File: src/rtl/ras.sv
// Return address stack: circular LIFO of {upc_index, target} entries
// with a checkpoint of ptr/count and restore on mispredict.
module ras #(
  parameter int RAS_DEPTH                  = 8,
  parameter int RAS_TARGET_WIDTH           = 12,
  parameter int UPPER_PC_TABLE_ENTRIES     = 4,
  parameter int LOG_RAS_DEPTH              = $clog2(RAS_DEPTH),
  parameter int LOG_UPPER_PC_TABLE_ENTRIES = $clog2(UPPER_PC_TABLE_ENTRIES)
) (
  input  logic                                  CLK,
  input  logic                                  RST,
  input  logic                                  push_valid,
  input  logic [RAS_TARGET_WIDTH-1:0]           push_target,
  input  logic [LOG_UPPER_PC_TABLE_ENTRIES-1:0] push_upc_index,
  input  logic                                  pop_valid,
  output logic                                  pop_target_valid,
  output logic [RAS_TARGET_WIDTH-1:0]           pop_target,
  output logic [LOG_UPPER_PC_TABLE_ENTRIES-1:0] pop_upc_index,
  output logic [LOG_RAS_DEPTH-1:0]              ckpt_ptr,
  output logic [LOG_RAS_DEPTH:0]                ckpt_count,
  input  logic                                  restore_valid,
  input  logic [LOG_RAS_DEPTH-1:0]              restore_ptr,
  input  logic [LOG_RAS_DEPTH:0]                restore_count
);

  localparam int EW = LOG_UPPER_PC_TABLE_ENTRIES + RAS_TARGET_WIDTH;
  localparam logic [LOG_RAS_DEPTH:0] DEPTH_C =
    (LOG_RAS_DEPTH+1)'(RAS_DEPTH);

  logic [EW-1:0]            stack_q [RAS_DEPTH];
  logic [LOG_RAS_DEPTH-1:0] ptr_q, ptr_d;
  logic [LOG_RAS_DEPTH:0]   cnt_q, cnt_d;
  logic                     wr_en;
  logic [LOG_RAS_DEPTH-1:0] wr_idx;
  logic                     empty, full;

  assign empty = (cnt_q == '0);
  assign full  = (cnt_q == DEPTH_C);

  always_comb begin
    ptr_d  = ptr_q;
    cnt_d  = cnt_q;
    wr_en  = 1'b0;
    wr_idx = ptr_q;
    if (restore_valid) begin
      ptr_d = restore_ptr;
      cnt_d = (restore_count > DEPTH_C) ? DEPTH_C : restore_count;
    end else if (push_valid && pop_valid && !empty) begin
      // call+return in one cycle replaces the top in place
      wr_en  = 1'b1;
      wr_idx = ptr_q;
    end else if (push_valid) begin
      wr_en  = 1'b1;
      wr_idx = ptr_q + 1'b1;
      ptr_d  = ptr_q + 1'b1;
      cnt_d  = full ? cnt_q : cnt_q + 1'b1;
    end else if (pop_valid && !empty) begin
      ptr_d = ptr_q - 1'b1;
      cnt_d = cnt_q - 1'b1;
    end
  end

  always_ff @(posedge CLK or posedge RST) begin
    if (RST) begin
      ptr_q <= '0;
      cnt_q <= '0;
      for (int i = 0; i < RAS_DEPTH; i++) stack_q[i] <= '0;
    end else begin
      ptr_q <= ptr_d;
      cnt_q <= cnt_d;
      if (wr_en) stack_q[wr_idx] <= {push_upc_index, push_target};
    end
  end

  assign {pop_upc_index, pop_target} = stack_q[ptr_q];
  assign pop_target_valid = !empty;
  assign ckpt_ptr   = ptr_q;
  assign ckpt_count = cnt_q;

endmodule

File: config.mk
export PLATFORM = sky130hd
export DESIGN_NAME = ras
export DESIGN_NICKNAME = d
export VERILOG_FILES = /design/src/rtl/ras.sv
export SDC_FILE = /design/constraint.sdc
export NUM_CORES = 1
export LEC_CHECK = 0
export ABC_AREA = 0
export ABC_CLOCK_PERIOD_IN_PS = 4100
export BUFFER_PORTS_ARGS = -buffer_cell sky130_fd_sc_hd__buf_2
export CAP_MARGIN = 20
export CORE_AREA = 2 2 113 115
export DETAILED_ROUTE_END_ITERATION = 7
export DIE_AREA = 0 0 115 117
export PLACE_DENSITY = 0.67
export SYNTH_ARGS = -nofsm -noshare
export SYNTH_HDL_FRONTEND = slang
export SYNTH_SLANG_ARGS = --single-unit
export TNS_END_PERCENT = 10
File: constraint.sdc
create_clock -name CLK -period 4.1 [get_ports CLK]
set_input_delay 0.205 -clock CLK [delete_from_list [all_inputs] [get_ports CLK]]
set_output_delay 0.205 -clock CLK [all_outputs]
set_load 0.05 [all_outputs]
After elaboration in Yosys (flattened, before gate mapping)
Index checks and enable logic that the tools add are counted.
{ "totals": {"ff_bits": 119, "output_inout_bits": 22} }
{ "op_classes": {"add_sub_neg": 4, "order_cmp": 4, "eq_ne": 3, "muxes": 22, "bitwise": 2, "n_reduce_logical": 9} }
{ "ops": {"columns": ["cell", "n"], "rows": [
  ["$bwmux 112", 1],
  ["$bmux 14 s3", 1],
  ["$demux 14 s3", 1],
  ["$mux 14", 3],
  ["$mux 4", 6],
  ["$mux 3", 7],
  ["$ge 4x4->1 const B", 2],
  ["$not 3->4", 2],
  ["$add 4x1->4 const B", 1],
  ["$eq 4x4->1 const B", 1],
  ["$gt 4x4->1 const B", 1],
  ["$logic_and 1x1->1", 4],
  ["$logic_not 4->1", 1],
  ["$lt 4x1->1 const B", 1],
  ["$sub 4x1->4 const B", 1],
  ["$add 3x1->3 const B", 1],
  ["$mux 1", 3],
  ["$ne 3x3->1 const B", 1],
  ["$reduce_and 3->1", 1],
  ["$reduce_bool 3->1", 1],
  ["$sub 3x1->3 const B", 1],
  ["$ne 2x2->1 const B", 1],
  ["$reduce_and 2->1", 1],
  ["$logic_not 1->1", 1]
]} }

Logic depth before layout (Yosys ltp)
{ "logic_depth": {"depth_word": 11, "mapped_depth": 8, "ltp_nobuf": 6} }

Worst setup path after synthesis
OpenSTA, ideal clock, no wires.
{ "synth_timing": {"kind": "reg-to-reg", "from": "register ptr_q[1] (netlist: ckpt_ptr[1])", "to": "register stack_q[28] (netlist bit)", "arrival_time_ns": 2.626, "slack_ns": 1.349, "stages_incl_launch_ff": 8, "path_cell_list": "dfrtp_1 clkbuf_1 inv_1 ha_1 or3b_1 o41ai_4 buf_6 mux2_2"} }
{ "synth_via": {"elab_chain_cells": 10, "elab_cells_between_ends": 11, "cone_classes": "1 x add/sub; 2 x order compare; 6 x mux; 1 x bitwise; 1 x reduce/logical"} }
{ "synth_rtl": {"columns": ["element", "line", "rtl"], "rows": [
  ["start: declaration", "31", "logic [LOG_RAS_DEPTH-1:0] ptr_q, ptr_d;"],
  ["start signal: assignment", "69", "ptr_q <= ptr_d;"],
  ["$add 3x1->3", "54", "wr_idx = ptr_q + 1'b1;"],
  ["$mux 3", "52", "end else if (push_valid) begin"],
  ["$mux 3", "48", "end else if (push_valid && pop_valid && !empty) begin"],
  ["$mux 3 (*)", "45", "if (restore_valid) begin"],
  ["$not 3->4 (not written as such) (*)", "71", "if (wr_en) stack_q[wr_idx] <= {push_upc_index, push_target};"],
  ["$ge 4x4->1 (not written as such) or $lt 4x1->1 (tied branches)", "71", null],
  ["$logic_and 1x1->1 (not written as such)", "71", null],
  ["$mux 14 (not written as such)", "71", null],
  ["$demux 14 s3 (*)", "71", null],
  ["$bwmux 112 (*)", "71", null],
  ["end signal: indexed assignment", "71", null],
  ["end: declaration", "30", "logic [EW-1:0] stack_q [RAS_DEPTH];"]
]} }
Mark *: on every way between the ends. The rest lies on a longest branch, timed or not.
A chain may end at the register's enable or synchronous reset.

Final worst setup path
{ "layout_timing": {"from": "register ptr_q[2] (netlist: ckpt_ptr[2])", "to": "register stack_q[57] (netlist bit)"} }
Same word-level chain as after synthesis.

==> reports/results.ini <==
[outcome]
outcome = finished, final reports clean

[yosys]
yosysTopAreaCell = dfrtp_1
synth_warnings = 0
synthesis.nets = 411
yosysMostFrequentCell = dfrtp_1
syn-cell-area_mm2 = 0.00599
synth_commonest_cells = dfrtp_1, mux2_2, mux2_4
synth.distinct_cells = 45
synth_area_per_cell_um2 = 15.8
netlist_top_cells_area = dfrtp_1, mux2_2, mux4_2, mux2_4, mux2_1
ys_ff_latch = 119
synth-seq-area-share = 0.497
synth_edf_count = 0
synthFlopType = dfrtp_1
ys_async_sr_fraction = 1.00
syn_inst = 380
synth_top_area_frac = 0.497

[global_route]
antenna_found_initial = 0
grt_use_total = 0.207
grt_max_degree = 49
grt_pass1_vias = 3739
grt.overflow.total = 0
grt_pass1_wl_um = 20500

[worst_setup_path]
cp_data_required_time_ns = 4.40
r2r_slack_ns = 1.22
cp-start-kind = flip-flop
worstSetupPathType = flip-flop to flip-flop
critical_path.max_fanout = 14
endpoint_kind = flip-flop
arrival_ns = 3.18

[drt]
vias = 3470
wl_per_cell_um = 20.5
routed_wl_um = 12400
drtIter0Drc = 139
ant_nets = 0
drt-pass1-iter-count = 4
avgViaCountPerCell = 5.74
route.detailed.drc = 0

[min_path]
worstHoldPathType = input pin to flip-flop

[place]
place_congestion = 0.778
portBuffers = 47
hpwl_um = 7780
dp.cells = 569

[timing]
skew_ns = 0.00830
min_period_ns = 2.88
max_freq_ghz = 0.347
worst_slew_pin_slew_ns = 1.17
period_share = 0.703
relSlewSlack = 0.220
drv_slew = 0
setup_viol = 0
rsz0062_at_grt = no
hold_viol_final = 0
fin_setup_tns_ns = 0

[floorplan]
die_area_mm2 = 0.0135
die_x_um = 115
rows = 41
io_pins = 48
die_h_um = 117
fp.coreArea_mm2 = 0.0123
start_util = 0.486

[clock_tree]
clock_sinks = 119
root_buffer = clkbuf_16
ctsResizeCount = 0
clock_latency_ns = 0.41
cts_max_level = 4
cts_tree = done
cts.clk_slew.worst_paths_ns = 0.06
cts_buffers = 17
clk_path_buf_depth = 2

[layout]
fillers = 1003
layout.cells.non_filler = 605
drive_above_1_share = 0.563
syn_to_final_growth_pct = 17.6
diodes = 0
nets = 473

[pwr]
power_leakage_nw = 3.22
powerDensity_mw_per_mm2 = 842
vdd_drop_max_mv = 0.571

[run]
maxCapViolCount = 0

-- worst max-delay path: stages (launching register included) --
cell     delay [ns]
dfrtp_1        0.73
buf_4          0.35
xor2_1         0.50
nor3_2         0.10
o21ai_2        0.48
buf_4          0.29
mux2_4         0.31
-- report_power, final --
part | internal (mW) | total, mW | switching, mW
combinational | 1.16 | 2.32 | 1.16
clock | 0.974 | 1.53 | 0.551
sequential | 1.74 | 2.09 | 0.341
total | 3.88 | 5.93 | 2.05
-- stage by stage --
| stage | power, mW | hold WS, ns | instance area, um^2 | setup slack, ns | util |
|---|---|---|---|---|---|
| floorplan | 3.94 | 0.294 | 5990 | 0.738 | - |
| global placement | 4.35 | 0.274 | 6390 | 1.36 | 0.519 |
| detailed placement | 4.43 | 0.278 | 6390 | 1.23 | 0.519 |
| CTS | 5.98 | 0.000645 | 7050 | 1.22 | 0.572 |
| global route | 6.25 | 0.0404 | 7050 | 1.04 | 0.572 |
| finish | 5.93 | 0.0104 | 7050 | 1.22 | 0.572 |
-- repair_timing --
action                                 4_1_cts  5_1_grt
hold buffers                                 4        0
buffers inserted                             0        0
endpoints found under the hold margin       40        0
setup endpoints to repair                    0        0
-- cell families (layout without fill, tap and decap cells) --
family,Yosys count,after routing,share of synthesized area
mux,157,157,0.372
buf+inv,27,102,0.0276
simple gates,41,41,0.0391
xor+xnor,8,8,0.0117
fa+ha+maj,5,5,0.0117
flops,119,119,0.497
compound gates,23,23,0.0405
-- layout make-up --
type,count,area [um^2],area share
inverter,4,17.5,0.00249
multi-input combinational,234,2850,0.404
tap,150,188,0.0266
sequential,119,2980,0.423
clock inverter,14,174,0.0247
timing repair buffer,66,400,0.0568
clock buffer,18,439,0.0623
-- layout by cell type, fill, tap and decap left out, types with 3 or more instances in the layout --
master and instances:
buf_2 47, buf_4 14, bufinv_16 3, clkbuf_16 17
clkinv_4 3, clkinvlp_4 4, dfrtp_1 117, dlygate4sd3_1 4
ha_1 4, inv_1 3, mux2_1 8, mux2_2 78
mux2_4 40, mux2i_1 3, mux4_2 28, nand2_1 10
nand2b_1 4, nand3_1 4, nor2_1 4, nor3_1 4
nor3_2 3, o21ai_0 6, o21ai_2 3, xnor2_1 6
-- registers in the layout, summed over array words and instances, names as in the netlist --
| register | flops |
|---|---|
| ckpt_ptr | 3 |
| stack_q | 112 |
| ckpt_count | 4 |
-- final timing paths --
kind	from	to	cells after the start
max	ckpt_ptr[2]$_DFFE_PP0P_	stack_q[57]$_DFFE_PP0P_	6
min	restore_ptr[2]	ckpt_ptr[2]$_DFFE_PP0P_	3
max reg2reg	ckpt_ptr[2]$_DFFE_PP0P_	stack_q[57]$_DFFE_PP0P_	6
min reg2reg	stack_q[46]$_DFFE_PP0P_	stack_q[46]$_DFFE_PP0P_	1
max in group asynchronous	RST	stack_q[9]$_DFFE_PP0P_	4
min in group asynchronous	RST	stack_q[28]$_DFFE_PP0P_	3
-- layer usage --
layer / vias to the layer above / part of all wire / GRT usage
met5: - / 0 / 0
met4: 0 / 0.014 / 0.0755
met3: 16 / 0.034 / 0.0458
met2: 75 / 0.48 / 0.325
met1: 1816 / 0.48 / 0.288
li1: 1563 / - / -
Power figures use the tool's default switching activity.
